## src/rtl/bcd_to_bin_seq.sv

```systemverilog
// bcd_to_bin_seq
// Sequential packed-BCD to binary converter (reverse double-dabble).
// A packed-BCD operand is loaded into the upper half of a 2W-bit work
// register and shifted right one bit per clock. After every shift, each
// BCD digit of the upper half that reads >= 8 has 3 subtracted. After W
// shifts, the lower half holds the binary value.
//
// Ports:
//   clk        clock; all state changes on the rising edge
//   rst_n      asynchronous active-low reset
//   in_valid   bcd_in is valid
//   in_ready   block can accept an operand (IDLE only)
//   bcd_in     packed BCD operand, digit 0 in [3:0]
//   out_valid  bin_out/err are valid (DONE only)
//   out_ready  consumer accepts the result
//   bin_out    binary value of the operand, forced to 0 when err is set
//   err        at least one operand digit was greater than 9
module bcd_to_bin_seq #(
  parameter int DIGITS = 4
) (
  input  logic                  clk,
  input  logic                  rst_n,
  input  logic                  in_valid,
  output logic                  in_ready,
  input  logic [4*DIGITS-1:0]   bcd_in,
  output logic                  out_valid,
  input  logic                  out_ready,
  output logic [4*DIGITS-1:0]   bin_out,
  output logic                  err
);

  localparam int W  = 4 * DIGITS;
  localparam int CW = $clog2(W + 1);
  // The counter holds the number of shifts already done, so the step taken
  // while it reads W-1 is the W-th and last one.
  localparam logic [CW-1:0] LAST_STEP = CW'(W - 1);

  typedef enum logic [1:0] {
    IDLE  = 2'd0,
    SHIFT = 2'd1,
    DONE  = 2'd2
  } state_t;

  state_t          state_reg, state_next;
  logic [W-1:0]    hi_reg, hi_next;
  logic [W-1:0]    lo_reg, lo_next;
  logic [CW-1:0]   cnt_reg, cnt_next;
  logic            err_reg, err_next;

  logic [W-1:0]      hi_shift;
  logic [W-1:0]      lo_shift;
  logic [W-1:0]      hi_fix;
  logic [DIGITS-1:0] digit_bad;

  // One right shift of the 2W-bit {hi, lo} work register.
  assign hi_shift = hi_reg >> 1;
  assign lo_shift = {hi_reg[0], lo_reg[W-1:1]};

  generate
    for (genvar gi = 0; gi < DIGITS; gi++) begin : g_digit
      // A digit reads >= 8 after the shift exactly when a weight-10 bit
      // moved down into its MSB, where it only carries weight 5.
      assign hi_fix[4*gi +: 4] = hi_shift[4*gi+3] ? (hi_shift[4*gi +: 4] - 4'd3)
                                                  : hi_shift[4*gi +: 4];
      // Digit > 9: 1010..1111, i.e. bit 3 set together with bit 2 or bit 1.
      assign digit_bad[gi] = bcd_in[4*gi+3] & (bcd_in[4*gi+2] | bcd_in[4*gi+1]);
    end
  endgenerate

  always_ff @(posedge clk or negedge rst_n) begin
    if (!rst_n) begin
      state_reg <= IDLE;
      hi_reg    <= '0;
      lo_reg    <= '0;
      cnt_reg   <= '0;
      err_reg   <= 1'b0;
    end else begin
      state_reg <= state_next;
      hi_reg    <= hi_next;
      lo_reg    <= lo_next;
      cnt_reg   <= cnt_next;
      err_reg   <= err_next;
    end
  end

  always_comb begin
    state_next = state_reg;
    hi_next    = hi_reg;
    lo_next    = lo_reg;
    cnt_next   = cnt_reg;
    err_next   = err_reg;
    case (state_reg)
      IDLE: begin
        if (in_valid) begin
          hi_next    = bcd_in;
          lo_next    = '0;
          err_next   = |digit_bad;
          cnt_next   = '0;
          state_next = SHIFT;
        end
      end
      SHIFT: begin
        // Bad digits still run all W steps so latency never depends on data.
        hi_next  = hi_fix;
        lo_next  = lo_shift;
        cnt_next = cnt_reg + 1'b1;
        if (cnt_reg == LAST_STEP) begin
          state_next = DONE;
        end
      end
      DONE: begin
        if (out_ready) begin
          state_next = IDLE;
        end
      end
      default: begin
        state_next = IDLE;
      end
    endcase
  end

  // Every output is decoded from registered state only, so there is no
  // combinational path from in_valid/out_ready to any output.
  assign in_ready  = (state_reg == IDLE);
  assign out_valid = (state_reg == DONE);
  assign bin_out   = (out_valid && !err_reg) ? lo_reg : '0;
  assign err       = out_valid & err_reg;

endmodule

```

## config.mk

```make
export PLATFORM = sky130hd
export DESIGN_NAME = bcd_to_bin_seq
export DESIGN_NICKNAME = d
export VERILOG_FILES = /design/src/rtl/bcd_to_bin_seq.sv
export SDC_FILE = /design/constraint.sdc
export NUM_CORES = 1
export LEC_CHECK = 0
export CORE_UTILIZATION = 40
export DETAILED_ROUTE_END_ITERATION = 10
export PLACE_DENSITY = 0.67
export SYNTH_ARGS = -nofsm -noshare
export SYNTH_HDL_FRONTEND = slang
export SYNTH_SLANG_ARGS = --single-unit
```

## constraint.sdc

```tcl
create_clock -name clk -period 1.2 [get_ports clk]
set_input_delay 0.24 -clock clk [delete_from_list [all_inputs] [get_ports clk]]
set_output_delay 0.24 -clock clk [all_outputs]
set_load 0.03 [all_outputs]
```

# After elaboration in Yosys (flattened, before gate mapping)
# Cells that the tools add are included.
# totals
mem_bits_ro	0
memories	0
in_bits	20
output_inout_bits	19
register_bits	40
ramBits	0
latchBits	0
# op_classes
magnitude_cmp	0
reduce_logical	8
n_eq_ne	6
muxes	14
shifts	0
n_div	0
multipliers	0
bitwise_logic	9
addsub	4
# ops
op	n
16-bit case mux with 2 select lines	2
16-bit 2-to-1 mux	3
4-bit 2-to-1 mux	3
4-bit by 2-bit subtractor with 4-bit output (second input constant)	3
5-bit case mux with 2 select lines	1
2-bit 2-to-1 mux	3
2-bit case mux with 3 select lines	1
5-bit by 1-bit adder with 5-bit output (second input constant)	1
1-bit bitwise AND	5
5-bit by 4-bit equality test with 1-bit output (second input constant)	1
5-bit 2-to-1 mux	1
2-bit inequality test (second input constant)	2
1-bit bitwise OR	4
2-bit AND reduction	2
4-bit OR reduction	1
3-bit AND reduction	1
2-bit by 1-bit equality test with 1-bit output (second input constant)	1
2-bit equality test (second input constant)	1
2-bit logical NOT	1
2-bit by 1-bit inequality test with 1-bit output (second input constant)	1
2-bit nonzero test	1
1-bit logical AND	1
1-bit logical NOT	1

# Depth between registers and ports, before layout
# Gate-level depths: netlist of run 1.
# logic_depth
ltp_word	3
ltp_mapped	6

# Worst setup path after synthesis of run 1
# Ideal clock, no wire load.
# synth_path
path_kind	register to output
startpoint	reg state_reg[0]
endpoint	out bin_out[10]
slack_ps	-291
arrival_ps	1251
n_path_buf	1
path_stages_with_launch	5
t_required_ps	960
path_cell_list	dfrtp_1 nand2b_1 nor2_1 clkbuf_1 and2_1
# synth_between
elab_chain_len	3
# synth_lines
element	line_no	source
start, declared	44	state_t state_reg, state_next;
start signal, assigned	78	state_reg <= state_next;
2-bit equality test	125	assign out_valid = (state_reg == DONE);
1-bit logical AND	126	assign bin_out = (out_valid && !err_reg) ? lo_reg : '0;
16-bit 2-to-1 mux	126	
end, declared	28	output logic [4*DIGITS-1:0] bin_out,
# No other way between the ends.

# Worst setup path in the final report of run 1
# layout_path
startpoint	reg state_reg[0]
endpoint	out bin_out[14]
# The elaborated chain is that of the path after synthesis.

==> run_results.csv, run 1 <==
group,metric,value,unit
timing,max_freq,631.2,MHz
yosys,synth_edf_count,0,
timing,worstMarginPinSlew,0.3755,ns
placement,port_buffers,38,
cts,cts_made_buffers,5,
yosys,yosysSeqAreaShare,48.84,%
critical_path,arrival,1.34,ns
timing,maxSlewViolCount,0,
outcome,outcome,"finished with violations",
cells_and_area,layout-drive-gt1-share,47.87,%
pwr,power.leakage,1.662,nW
flow_run,max-cap-violations,0,
die,core_area,4817,sq um
critical_path,crit_required,0.96,ns
critical_path,endpoint_kind,"output port",
yosys,syn_inst,217,
cts,clk_pin_slew_worst_paths,0.08,ns
cts,htree_levels,2,
yosys,synth_nets,242,
placement,hpwl,3.520,mm
global_routing,grt_use_total,23.07,%
cts,clockRootBuffer,"clkbuf_8",
critical_path,crit_fanout,8,
yosys,synth_common_cells,"nand2_1, dfrtp_1, nand3_1, and2_1, o21ai_0",
detailed_routing,drt-wirelength-per-cell,16.21,microns
yosys,ys_top_cells_by_area,"dfrtp_1, nand2_1, and2_1, nand3_1, ha_1",
cts,worst_skew_pair.late_latency,0.29,ns
yosys,yosysTopAreaCellShare,48.84,%
yosys,avgSynthCellArea,9.445,sq um
die,die_area,5414,sq um
die,initial_utilization,42.55,%
cells_and_area,diodes,0,
timing,whs,0.3955,ns
detailed_routing,via_count,1979,
cells_and_area,fin_area,3523,sq um
timing,hold_viol_final,0,
cells_and_area,syn_to_final_growth,71.92,%
yosys,ys.flop_type,"dfrtp_1",
detailed_routing,dr.pass1.iters,4,
timing,rsz0062_at_grt,"true",
global_routing,grt_pass1_vias,1939,
die,rows,25,
yosys,yosysTopAreaCell,"dfrtp_1",
pwr,ir_worst_vdd,1.474,mV
placement,placed_cell_area,2759,sq um
critical_path,setup.worst_path.class,"register to output port",
cts,clock-sinks,40,
detailed_routing,drtIter0Drc,74,
pwr,p_per_area,2212,nW/um^2
timing,fin_worst_skew,0.003200,ns
critical_path,cp-start-kind,"register",
detailed_routing,drc,0,
timing,slew_headroom,74.70,%
global_routing,overflow,0,
die,ios,39,
yosys,synth_seq_cells,40,
timing,tns,-15.03,ns
yosys,ys.warnings.count,0,
yosys,synth.distinct_cells,33,
cells_and_area,multi_input_area,1240,sq um
placement,place_congestion,0.8799,
cts,cts_tree,"yes",
cells_and_area,fin_nets,329,
detailed_routing,finalWirelength,6.031,mm
global_routing,grt_antenna_before_repair,0,
timing,setup_ws,-0.3844,ns
yosys,synth_most_common_cell,"nand2_1",
detailed_routing,viasPerCell,5.320,
die,dieWidth,73.58,microns
outcome,violations,"negative setup slack",
timing,fin_crit,1.584,ns
yosys,ys_async_sr_fraction,100.0,%
pwr,power,7.794,mW
timing,post-route-period-util,132.0,%
cells_and_area,seq_area,1002,sq um
cells_and_area,fillers,343,
die,die_h,73.58,microns
detailed_routing,ant_nets,0,
hold_path,hp-class,"input pin to async pin",
global_routing,grt_max_degree,27,
timing,setup_violations,59,
cts,clockBufferDepth,2,
global_routing,grt_pass1_wl,9.308,mm
yosys,syn_area,2049,sq um
metal layers:
| layer | routed length [microns] | vias up | GRT usage (%) |
|---|---|---|---|
| li1 | - | 929 | - |
| met1 | 2617 | 978 | 28.75 |
| met2 | 3093 | 60 | 40.67 |
| met3 | 226 | 12 | 4.252 |
| met4 | 93 | 0 | 6.624 |
| met5 | 0 | - | 0 |
where the power goes:
part	switching, mW	internal [mW]
combinational	1.83	2.37
sequential	0.548	1.95
clock	0.487	0.618
critical path, stage by stage (launching register included):
cell and delay, ns:
dfrtp_1 0.39, nand2b_4 0.16, nor2_4 0.10, buf_6 0.14, and2_4 0.14, buf_6 0.12
cells by family (layout without fill, tap and decap cells):
family	count (synthesis)	count (layout)	share of synthesized area (%)
AND/OR/NAND/NOR	101	102	24.24
buffers and inverters	19	106	4.945
multiplexers	5	5	2.442
AO/OA/AOI/OAI	41	41	13.92
adder cells (fa/ha/maj)	5	5	3.053
XOR/XNOR	6	6	2.564
flip-flops	40	40	48.84
through the flow:
step / instances / setup WS (ns) / util (%)
after floorplan: 217 / -0.09131 / -
after global placement: 345 / -0.5547 / 57.27
after detailed placement: 345 / -0.5902 / 57.27
after CTS: 367 / -0.4698 / 70.18
after global routing: 372 / -0.4343 / 73.14
final: 372 / -0.3844 / 73.14
worst paths after layout:
| check | from | endpoint | slack, ns | depth (start not counted) |
|---|---|---|---|---|
| worst max-delay path | state_reg[0] | bin_out[14] | -0.38 | 5 |
| min in group clk | hi_reg[13] | hi_reg[13] | 0.50 | 2 |
| max in group asynchronous | rst_n | state_reg[1] | 0.32 | 3 |
| worst max register to register | state_reg[1] | hi_reg[11] | -0.27 | 4 |
| worst min register to register | hi_reg[13] | hi_reg[13] | 0.50 | 2 |
| worst min-delay path | rst_n | lo_reg[6] | 0.40 | 2 |
layout by cell type (no fill, tap or decap), types with 6 or more instances in the layout:
master and n:
and2_4 17, buf_4 28, buf_6 31, clkdlybuf4s50_1 18
dfrtp_1 39, nand2_1 37, nand3_2 17, nor2b_1 6
xnor2_1 6
cell type report:
cell class,count,area share [%]
inverters,6,0.7102
multi-input cells,159,35.19
flip-flops and latches,40,28.44
clock inverters,2,0.9943
repair buffers,92,30.22
clock buffers,6,2.060
well taps,67,2.379
repair_timing:
action,CTS,global route
endpoints found under the setup margin,59,59
endpoints found under the hold margin,14,0
gates resized for setup,85,21
pin swaps,12,24
cloned,6,3
hold buffers,1,0
setup buffers,7,6
Power figures use the tool's default switching activity.
==> run 2: changes to the inputs <==
--- a/config.mk
+++ b/config.mk
@@ -7,7 +7,6 @@
 export LEC_CHECK = 0
 export CORE_UTILIZATION = 40
 export DETAILED_ROUTE_END_ITERATION = 10
-export PLACE_DENSITY = 0.67
 export SYNTH_ARGS = -nofsm -noshare
 export SYNTH_HDL_FRONTEND = slang
 export SYNTH_SLANG_ARGS = --single-unit
==> constraint.sdc (replaced) <==
create_clock -name clk -period 1.6 [get_ports clk]
set_input_delay 0.32 -clock clk [delete_from_list [all_inputs] [get_ports clk]]
set_output_delay 0.32 -clock clk [all_outputs]
set_load 0.03 [all_outputs]
==> run 2 against run 1 <==
Highest routed layer unchanged; clock-buffer cell count unchanged; sequential share of layout area increased by 7.2 points; critical endpoint is now bin_out[15]; clock power decreased by 37%; flip-flop and latch count is the same; largest cell class unchanged; worst hold slack lost 0.00078 ns; clock skew up 0.0062 ns; die area unchanged; final cell count fell by 9.7%; register-to-register slack improved by 0.26 ns; non-clock buffer count is 35 lower; the run still ends with negative setup slack left; first-iteration DRC count rose by 130%; setup slack gained 0.32 ns.
==> run_results.csv, run 2 (synthesis results as in run 1) <==
group,metric,value,unit
critical_path,setup.worst_path.class,"register to output port",
placement,dp_slack,-0.2062,ns
global_routing,overflow,0,
timing,hold_viol_final,0,
detailed_routing,finalWirelength,4.721,mm
global_routing,grt_pass1_vias,1634,
timing,fin_crit,1.661,ns
outcome,outcome,"finished with violations",
cts,worst_skew_pair.late_latency,0.30,ns
detailed_routing,drt-wirelength-per-cell,14.05,microns
timing,whs,0.3947,ns
detailed_routing,dr.pass1.iters,4,
critical_path,crit_top_cell,"buf_6",
timing,worstMarginPinSlew,0.4451,ns
timing,rsz0062_at_grt,"true",
cts,htree_levels,2,
pwr,ir_worst_vdd,0.9848,mV
cells_and_area,layoutNonFillerInstCount,336,
placement,port_buffers,38,
critical_path,cpMaxStageDelayCell,"dfrtp_1",
outcome,violations,"negative setup slack",
critical_path,endpoint_kind,"output port",
cells_and_area,fin_util,58.36,%
detailed_routing,drtIter0Drc,171,
critical_path,crit_required,1.28,ns
critical_path,reg2regPathDepth,6,
cts,cts_made_buffers,5,
die,die_h,73.58,microns
die,die_area,5414,sq um
global_routing,grt_antenna_before_repair,0,
timing,tns,-0.8783,ns
cells_and_area,fillers,469,
detailed_routing,viasPerCell,5.086,
flow_run,max-cap-violations,0,
placement,place_congestion,0.7951,
placement,hpwl,3.247,mm
cells_and_area,diodes,0,
pwr,power.leakage,1.347,nW
detailed_routing,drc,0,
cells_and_area,multi_input_area,1026,sq um
cells_and_area,final_common_cell,"nand2_1",
timing,maxSlewViolCount,0,
cells_and_area,syn_to_final_growth,37.18,%
global_routing,grt_use_total,19.24,%
timing,max_freq,601.9,MHz
cts,clockBufferDepth,2,
critical_path,cp_top_family,"simple AND/OR/NAND/NOR gates",
die,initial_utilization,42.55,%
hold_path,hp-class,"input pin to async pin",
die,dieWidth,73.58,microns
cts,clockRootBuffer,"clkbuf_8",
critical_path,path_cells,"nand2b_4, nor2_4, buf_6, and2_4, buf_6",
detailed_routing,ant_nets,0,
global_routing,grt_max_degree,35,
timing,setup_violations,17,
critical_path,rr_startpoint,"state_reg[0]",
critical_path,worst-path-buf-inv,2,
timing,setup_ws,-0.06142,ns
timing,slew_headroom,70.30,%
die,ios,39,
cts,clock-sinks,40,
cells_and_area,layout-drive-gt1-share,26.77,%
critical_path,arrival,1.34,ns
critical_path,cp_slowest_stage_delay,0.38,ns
timing,post-route-period-util,103.8,%
critical_path,crit_fanout,8,
cts,cts_tree,"yes",
die,core_area,4817,sq um
global_routing,grt_pass1_wl,7.769,mm
cells_and_area,fin_nets,293,
critical_path,cp-start-kind,"register",
timing,fin_worst_skew,0.009423,ns
cells_and_area,seq_area,1002,sq um
pwr,p_per_area,1558,nW/um^2
cts,clk_pin_slew_worst_paths,0.08,ns
die,rows,25,
cells_and_area,final_cell_mix,"nand2_1, dfrtp_1, nand3_1, buf_6, clkdlybuf4s50_1",
detailed_routing,via_count,1709,
critical_path,r2r_end,"hi_reg[11]",
placement,dp_cells,324,
critical_path,r2r_slack,-0.01,ns
==> run 2: changes by cell type in the layout (fill, tap and decap cells not counted), sizes merged <==
cell / delta
bufinv: -1
or3b: -1
clkbuf: -3
bufbuf: -2
buf: -30
clkinv: +1
==> run 2: metal layers <==
layer	wire, microns	vias to the layer above	global-route usage, %
met1	2223	821	26.30
met5	0	-	0
li1	-	849	-
met4	71	0	7.692
met2	2209	33	29.87
met3	216	6	3.978
==> run 2: stage by stage <==
step,total power [mW],area (sq um)
global route,4.745,2811
floorplan,3.079,2049
detailed placement,3.613,2520
finish,4.381,2811
CTS,4.380,2780
global placement,3.588,2520
==> run 2: worst max path at each step <==
stage,start,endpoint,depth (start not counted)
final,state_reg[0],bin_out[15],5
after global routing,state_reg[0],bin_out[4],5
after CTS,state_reg[0],bin_out[15],5
after detailed placement,in_valid,hi_reg[2],5
after global placement,in_valid,hi_reg[2],5
after floorplan,state_reg[0],bin_out[10],4
==> run 2: final cells by class <==
class	count	area share (%)
Tap cell	67	2.982
Multi-Input combinational cell	158	36.49
Clock buffer	6	2.937
Timing Repair Buffer	57	20.78
Clock inverter	2	0.3560
Sequential cell	40	35.65
Inverter	6	0.8011
==> run 2: timing repair <==
action	in CTS	in global routing
setup endpoints to repair	16	51
pin swaps	14	3
endpoints found under the hold margin	6	0
cloned	1	0
gates resized for setup	41	10
setup buffers	2	0
hold buffers	1	0
==> run 2: power by group <==
part	total [mW]	internal (mW)	switching, mW
registers	1.86	1.46	0.399
logic	1.83	0.909	0.921
clock network	0.691	0.344	0.347
total	4.38	2.71	1.67
